### src/rtl/manchester_decoder_if.sv
// manchester_decoder_if
//   Groups the Manchester receiver's pin-side signals.
//   slave  : the decoder (consumes line_in/dec_en, drives byte and status)
//   master : whatever feeds the line and watches the status pins
// Signals:
//   line_in    serial Manchester line, idles low
//   dec_en     decoder enable
//   data_out   last good byte (DATA_W bits)
//   data_valid one-cycle strobe when data_out updates
//   code_err   one-cycle strobe on an invalid half-bit pair
//   rx_busy    high while a frame is being received
//   parity_err one-cycle strobe on a parity mismatch (MANCHESTER_PARITY_EN only)
interface manchester_decoder_if #(
    parameter int DATA_W = 8
);
    logic              line_in;
    logic              dec_en;
    logic [DATA_W-1:0] data_out;
    logic              data_valid;
    logic              code_err;
    logic              rx_busy;
`ifdef MANCHESTER_PARITY_EN
    logic              parity_err;

    modport master (output line_in, dec_en,
                    input  data_out, data_valid, code_err, rx_busy, parity_err);
    modport slave  (input  line_in, dec_en,
                    output data_out, data_valid, code_err, rx_busy, parity_err);
`else
    modport master (output line_in, dec_en,
                    input  data_out, data_valid, code_err, rx_busy);
    modport slave  (input  line_in, dec_en,
                    output data_out, data_valid, code_err, rx_busy);
`endif
endinterface

### src/rtl/manchester_decoder.sv
// manchester_decoder
//   Receives a Manchester line (bit 1 = low/high, bit 0 = high/low), locks bit
//   timing to the start bit's mid-bit rising edge and assembles DATA_W-bit
//   bytes, LSB first. No resynchronisation inside a frame.
// Ports:
//   clk    system clock
//   rst_n  asynchronous active-low reset
//   bus    manchester_decoder_if.slave (line_in, dec_en in; data_out,
//          data_valid, code_err, rx_busy[, parity_err] out)
// Optional feature (macro MANCHESTER_PARITY_EN): one extra Manchester bit of
//   even parity follows the data; a mismatch pulses parity_err instead of
//   data_valid and leaves data_out untouched.
module manchester_decoder #(
    parameter int HALF_BIT_CYCLES = 4,
    parameter int DATA_W          = 8
) (
    input  logic                 clk,
    input  logic                 rst_n,
    manchester_decoder_if.slave  bus
);
    localparam int H  = HALF_BIT_CYCLES;
    localparam int CW = $clog2(2 * H);
`ifdef MANCHESTER_PARITY_EN
    localparam int NBITS = DATA_W + 1;
`else
    localparam int NBITS = DATA_W;
`endif
    localparam int IW = $clog2(NBITS + 1);

    localparam logic [CW-1:0] CNT_A    = CW'(H / 2);
    localparam logic [CW-1:0] CNT_B    = CW'(H + H / 2);
    localparam logic [CW-1:0] CNT_H    = CW'(H);
    localparam logic [CW-1:0] CNT_MAX  = CW'(2 * H - 1);
    localparam logic [IW-1:0] DATA_IDX = IW'(DATA_W);
    localparam logic [IW-1:0] LAST_IDX = IW'(NBITS - 1);

    typedef enum logic [1:0] {IDLE, START, DATA, STOP} state_t;

    state_t            state_q, state_d;
    logic [1:0]        sync_q, sync_d;
    logic              prev_q, prev_d;
    logic [CW-1:0]     cnt_q, cnt_d;
    logic [IW-1:0]     bit_idx_q, bit_idx_d;
    logic              a_q, a_d;
    logic [DATA_W-1:0] shift_q, shift_d;
    logic [DATA_W-1:0] data_out_q, data_out_d;
    logic              data_valid_q, data_valid_d;
    logic              code_err_q, code_err_d;
    logic              parity_err_q, parity_err_d;

    logic              s2;
    logic              rise;
    logic              wrap;
    logic [CW-1:0]     cnt_inc;

    always_comb begin
        state_d      = state_q;
        sync_d       = {sync_q[0], bus.line_in};
        prev_d       = sync_q[1];
        cnt_d        = cnt_q;
        bit_idx_d    = bit_idx_q;
        a_d          = a_q;
        shift_d      = shift_q;
        data_out_d   = data_out_q;
        data_valid_d = 1'b0;
        code_err_d   = 1'b0;
        parity_err_d = 1'b0;

        s2      = sync_q[1];
        rise    = sync_q[1] & ~prev_q;
        wrap    = (cnt_q == CNT_MAX);
        cnt_inc = wrap ? '0 : cnt_q + CW'(1);

        unique case (state_q)
            IDLE: begin
                cnt_d = '0;
                // The detected edge is the start bit's mid point.
                if (rise) begin
                    cnt_d   = CNT_H;
                    state_d = START;
                end
            end
            START: begin
                cnt_d = cnt_inc;
                if (wrap) begin
                    state_d   = DATA;
                    bit_idx_d = '0;
                end
            end
            DATA: begin
                cnt_d = cnt_inc;
                if (cnt_q == CNT_A) a_d = s2;
                if (cnt_q == CNT_B) begin
                    if (a_q == s2) begin
                        code_err_d = 1'b1;
                        state_d    = IDLE;
                    end else begin
                        // Right-shift so the first (LSB) bit lands at bit 0.
                        if (bit_idx_q < DATA_IDX) begin
                            shift_d             = shift_q >> 1;
                            shift_d[DATA_W-1]   = s2;
                        end
                        if (bit_idx_q == LAST_IDX) begin
                            // Output registers load on the decision edge so the
                            // strobe appears in STOP's first cycle.
                            state_d = STOP;
`ifdef MANCHESTER_PARITY_EN
                            if (s2 == ^shift_q) begin
                                data_out_d   = shift_q;
                                data_valid_d = 1'b1;
                            end else begin
                                parity_err_d = 1'b1;
                            end
`else
                            data_out_d   = shift_d;
                            data_valid_d = 1'b1;
`endif
                        end else begin
                            bit_idx_d = bit_idx_q + IW'(1);
                        end
                    end
                end
            end
            STOP: begin
                cnt_d = cnt_inc;
                if (wrap) state_d = IDLE;
            end
            default: state_d = IDLE;
        endcase

        if (!bus.dec_en) begin
            state_d      = IDLE;
            cnt_d        = '0;
            data_out_d   = data_out_q;
            data_valid_d = 1'b0;
            code_err_d   = 1'b0;
            parity_err_d = 1'b0;
        end
    end

    always_ff @(posedge clk or negedge rst_n) begin
        if (!rst_n) begin
            state_q      <= IDLE;
            sync_q       <= '0;
            prev_q       <= 1'b0;
            cnt_q        <= '0;
            bit_idx_q    <= '0;
            a_q          <= 1'b0;
            shift_q      <= '0;
            data_out_q   <= '0;
            data_valid_q <= 1'b0;
            code_err_q   <= 1'b0;
            parity_err_q <= 1'b0;
        end else begin
            state_q      <= state_d;
            sync_q       <= sync_d;
            prev_q       <= prev_d;
            cnt_q        <= cnt_d;
            bit_idx_q    <= bit_idx_d;
            a_q          <= a_d;
            shift_q      <= shift_d;
            data_out_q   <= data_out_d;
            data_valid_q <= data_valid_d;
            code_err_q   <= code_err_d;
            parity_err_q <= parity_err_d;
        end
    end

    assign bus.data_out   = data_out_q;
    assign bus.data_valid = data_valid_q;
    assign bus.code_err   = code_err_q;
    assign bus.rx_busy    = (state_q != IDLE);
`ifdef MANCHESTER_PARITY_EN
    assign bus.parity_err = parity_err_q;
`else
    logic unused_parity;
    assign unused_parity = parity_err_q;
`endif
endmodule

### src/flat_wrapper.sv
// flat-port wrapper written by rule: the top's interface ports become plain ports
module manchester_decoder_flat 
#(
    parameter int HALF_BIT_CYCLES = 4,
    parameter int DATA_W          = 8
)
  (clk, rst_n, bus_line_in, bus_dec_en, bus_data_out, bus_data_valid, bus_code_err, bus_rx_busy);
  manchester_decoder_if #(.DATA_W(DATA_W)) bus_i ();
  input  logic clk;
  input  logic rst_n;
  input wire logic [$bits(bus_i.line_in)-1:0] bus_line_in;
  input wire logic [$bits(bus_i.dec_en)-1:0] bus_dec_en;
  output wire logic [$bits(bus_i.data_out)-1:0] bus_data_out;
  output wire logic [$bits(bus_i.data_valid)-1:0] bus_data_valid;
  output wire logic [$bits(bus_i.code_err)-1:0] bus_code_err;
  output wire logic [$bits(bus_i.rx_busy)-1:0] bus_rx_busy;
  assign bus_i.line_in = bus_line_in;
  assign bus_i.dec_en = bus_dec_en;
  assign bus_data_out = bus_i.data_out;
  assign bus_data_valid = bus_i.data_valid;
  assign bus_code_err = bus_i.code_err;
  assign bus_rx_busy = bus_i.rx_busy;
  manchester_decoder #(.HALF_BIT_CYCLES(HALF_BIT_CYCLES), .DATA_W(DATA_W)) u_core (.clk(clk), .rst_n(rst_n), .bus(bus_i));
endmodule
### config.mk
export PLATFORM = sky130hd
export DESIGN_NAME = manchester_decoder_flat
export DESIGN_NICKNAME = d
export VERILOG_FILES = /design/src/rtl/manchester_decoder_if.sv /design/src/rtl/manchester_decoder.sv /design/src/flat_wrapper.sv
export SDC_FILE = /design/constraint.sdc
export NUM_CORES = 1
export LEC_CHECK = 0
export ABC_AREA = 1
export CORE_MARGIN = 3
export CORE_UTILIZATION = 35
export CTS_CLUSTER_DIAMETER = 80
export DETAILED_ROUTE_END_ITERATION = 16
export MAX_ROUTING_LAYER = met4
export SLEW_MARGIN = 40
export SYNTH_ARGS = -nofsm -noshare
export SYNTH_HDL_FRONTEND = slang
export SYNTH_SLANG_ARGS = --single-unit
### constraint.sdc
create_clock -name clk -period 2.05 [get_ports clk]
set_input_delay 0.205 -clock clk [delete_from_list [all_inputs] [get_ports clk]]
set_output_delay 0.205 -clock clk [all_outputs]
set_load 0.01 [all_outputs]
==> results.rst <==
.. list-table::
   :header-rows: 1

   * - Metric
     - Value
   * - Antenna cells
     - 0
   * - Die boundary width
     - roughly 75 µm
   * - Number of warnings reported in the yosys synthesis log
     - 0
   * - Number of antenna violations at the first check in global routing
     - 0
   * - Placement Rows
     - 24
   * - Final Hold Vio Count
     - 0
   * - Unrepaired setup endpoints after global routing
     - false
   * - Worst Hold Class
     - primary input to async pin
   * - Total clock sinks
     - 31
   * - Port Buf Inserts
     - 14
   * - Top library cells by usage in the layout, fill and taps aside
     - sky130_fd_sc_hd__nand2_1 (69), sky130_fd_sc_hd__dfrtp_1 (31), sky130_fd_sc_hd__inv_1 (23)
   * - Final worst clock skew
     - 7.49 ps
   * - Power per unit of standard cell area
     - 900 nW/µm²
   * - Overflow left after global routing
     - 0
   * - Wire length of the first global-routing pass
     - 5150 µm
   * - Setup crit start kind
     - flip-flop
   * - Largest net degree at the start of global routing
     - 32
   * - Sequential fraction of design power
     - about two fifths
   * - Sequential-to-total area share from yosys stat
     - a little under half
   * - Setup TNS
     - 0 ps
   * - Met3 wirelength from detailed routing
     - 88 µm
   * - Buf+Inv Stages, Crit Path
     - 3
   * - Quantity of hold-fixing buffers added after cts
     - 0
   * - Mean routed wirelength per cell
     - between 10 and 15 µm
   * - Maximum ir drop on the vdd rail
     - 246 µV
   * - IO Pins
     - 15
   * - Clock-pin slew on the worst setup and hold paths
     - 70 ps
   * - Highest clock frequency the design can meet
     - 551 MHz
   * - Mapped Nets
     - 211
   * - Total DRC errors in the routed layout
     - 0
   * - Portion of total power attributed to combinational logic
     - 25.1%
   * - Flip-flop and latch count after synthesis
     - 31
   * - Post-cts sizing count
     - 0
   * - Net count of the finished layout
     - 229
   * - Proportion of total power due to net switching
     - 31.6%
   * - DRC violation total after the first TritonRoute iteration
     - 83
   * - Int Pwr
     - 1.21 mW
   * - Maximum fanout count along the critical path
     - 5
   * - Max-cap viol count
     - 0
   * - Required time of the critical path
     - 1850 ps
   * - Arithmetic-cell share of the synthesized area counting full adders, half adders and majority gates
     - 8.20%
   * - Detail Placement HPWL
     - ~2000 µm
   * - Number of buffers created by CTS
     - 5
   * - Final Setup Violations
     - 0
   * - CTS tree
     - done
   * - Max Buffers Root-to-Sink
     - 2
   * - H-Tree Depth
     - 2
   * - Worst Tran Pin Value
     - 529 ps
   * - Post-synthesis area per instance
     - 8.56 µm²
   * - Number of vias after detailed routing
     - about 1.2k
   * - Main combinational cell family by area after synthesis
     - simple AND/OR/NAND/NOR gates
   * - Cell type of the slowest stage on the worst timing path
     - sky130_fd_sc_hd__clkdlybuf4s50_1
   * - Max Used Layer
     - met4
   * - Post-Route WL
     - 2820 µm
   * - Final Max Slew Viols
     - 0
   * - Routed length on met1
     - 1530 µm
   * - Worst slack, placed
     - 434 ps
   * - Most frequent standard cell in the layout excluding fill and tap cells
     - sky130_fd_sc_hd__nand2_1
   * - Worst EP arrival
     - about 1600 ps
   * - Final period utilization
     - ~90%
   * - Area of the core
     - 4500 µm²
   * - Filler cell count
     - 452
   * - Final worst-path setup slack
     - 235 ps
   * - WS Path Type
     - flip-flop to output port
   * - Antenna violation net count after detailed routing
     - 0
   * - Synth Area in XOR/XNOR
     - 0%
   * - Cell with the most instances on the worst path
     - sky130_fd_sc_hd__inv_1
   * - Clock power frac
     - 34.8%
   * - Synthesis-to-finish area growth
     - 17.4%
   * - Simple-Gate Fraction of Synth Area
     - between 20% and 30%
   * - Setup bufs post-CTS
     - 0
   * - Number of cells after detailed placement
     - 259
   * - Tot GR Track Use
     - 12.4%
   * - CP delay by family, top
     - buffers and inverters
   * - Final critical-path required period
     - 1810 ps
   * - Cell chosen for the clock root
     - sky130_fd_sc_hd__clkbuf_8
   * - Clock latency reported for the late side of the worst-skew pair
     - about 280 ps
   * - Total chip power
     - 1.77 mW
   * - Synthesized area
     - 1680 µm²
   * - Via count of the first global-routing pass
     - 1131
   * - Biggest cell delay along the critical path
     - ~520 ps
   * - Pre-antenna DRT Iters
     - 4
   * - Critical Path Sink Type
     - output port
   * - Status
     - completed
   * - RD Place Congestion
     - 0.828
   * - NetSw
     - 0.561 mW
   * - Drt via density
     - approximately 4.5
   * - Relative slew slack
     - 64.7%
   * - Y dimension of the die
     - ~75 µm
   * - Ratio of cells with drive above 1 in the final layout
     - 14.0%
   * - Count of distinct cell types in the synthesized netlist
     - 24
   * - Multiplexer area fraction after synthesis
     - 0%
   * - Compound-gate portion of the synthesized area
     - under 10%
   * - Met2 Wirelength
     - 1140 µm
   * - Die footprint
     - 5660 µm²
   * - Post-route insts no fill
     - approximately 270
   * - Cells along the critical path
     - inv_1, ha_1, inv_1, clkdlybuf4s50_1
   * - Leak pwr
     - slightly above 1 nW
   * - Starting density of the core
     - 37.2%
   * - Synth Instances
     - 196
-- worst paths after layout --
check	slack (ps)	depth (start not counted)	startpoint	to
worst max-delay path	240	4	u_core.state_q[0]	bus_rx_busy
worst min-delay path	310	2	rst_n	u_core.shift_q[1]
min in group clk	360	0	u_core.sync_q[0]	u_core.sync_q[1]
worst max register to register	450	8	u_core.state_q[1]	u_core.bit_idx_q[3]
worst min register to register	360	0	u_core.sync_q[0]	u_core.sync_q[1]
max in group asynchronous	1450	2	rst_n	u_core.shift_q[7]
-- per-stage QoR --
step           hold slack, ps  instance area, µm²  utilization, %
2_1_floorplan           -90.6                1680               -
3_3_place_gp              352                1850            41.1
3_5_place_dp              338                1850            41.1
4_1_cts                   323                1970            43.8
5_1_grt                   351                1970            43.8
6_report                  313                1970            43.8
-- routing by layer --
metal  vias to the layer above  track usage, %
li1                        649               -
met1                       518            17.5
met2                        19            16.4
met3                         5            3.60
met4                         0            4.66
met5                         -               -
-- cell type report --
cell class	count	area, µm²	area share, %
Clock buffer	6	82.6	4.19
Clock inverter	2	35.0	1.78
Inverter	26	103	5.21
Multi-Input combinational cell	135	762	38.7
Sequential cell	31	776	39.4
Tap cell	52	65.1	3.30
Timing Repair Buffer	15	148	7.49
-- Yosys cell counts, drive strengths merged --
cell type	number	area share [%]
o21ai	21	7.8
nor2	6	2.8
buf	4	2.2
nand3b	3	1.3
nand2	77	19
dfrtp	31	46
nand4	2	1.6
nor3	3	0.89
clkinv	1	0.52
a21boi	1	0.45
nand3	10	3.0
a21oi	1	0.30
inv	25	5.6
ha	11	8.2
-- sequential cells by signal, indices dropped and copies added, names as in the netlist --
signal	flops
u_core.a_q	1
u_core.sync_q	2
u_core.prev_q	1
u_core.cnt_q	3
u_core.bus.code_err	1
u_core.bit_idx_q	4
u_core.bus.data_valid	1
u_core.shift_q	8
u_core.bus.data_out	8
u_core.state_q	2
-- power groups by stage --
stage	Clock [mW]	Sequential [mW]	Combinational, mW
finish	0.618	0.710	0.445
global placement	0	0.718	0.443
CTS	0.638	0.709	0.451
global route	0.674	0.717	0.517
detailed placement	0	0.720	0.443
floorplan	0	0.710	0.335
-- cell families after synthesis --
kind of cell / Yosys count
AO/OA/AOI/OAI: 23
flip-flops: 31
AND/OR/NAND/NOR: 101
adder cells (fa/ha/maj): 11
buffers and inverters: 30
Power figures use the tool's default switching activity.
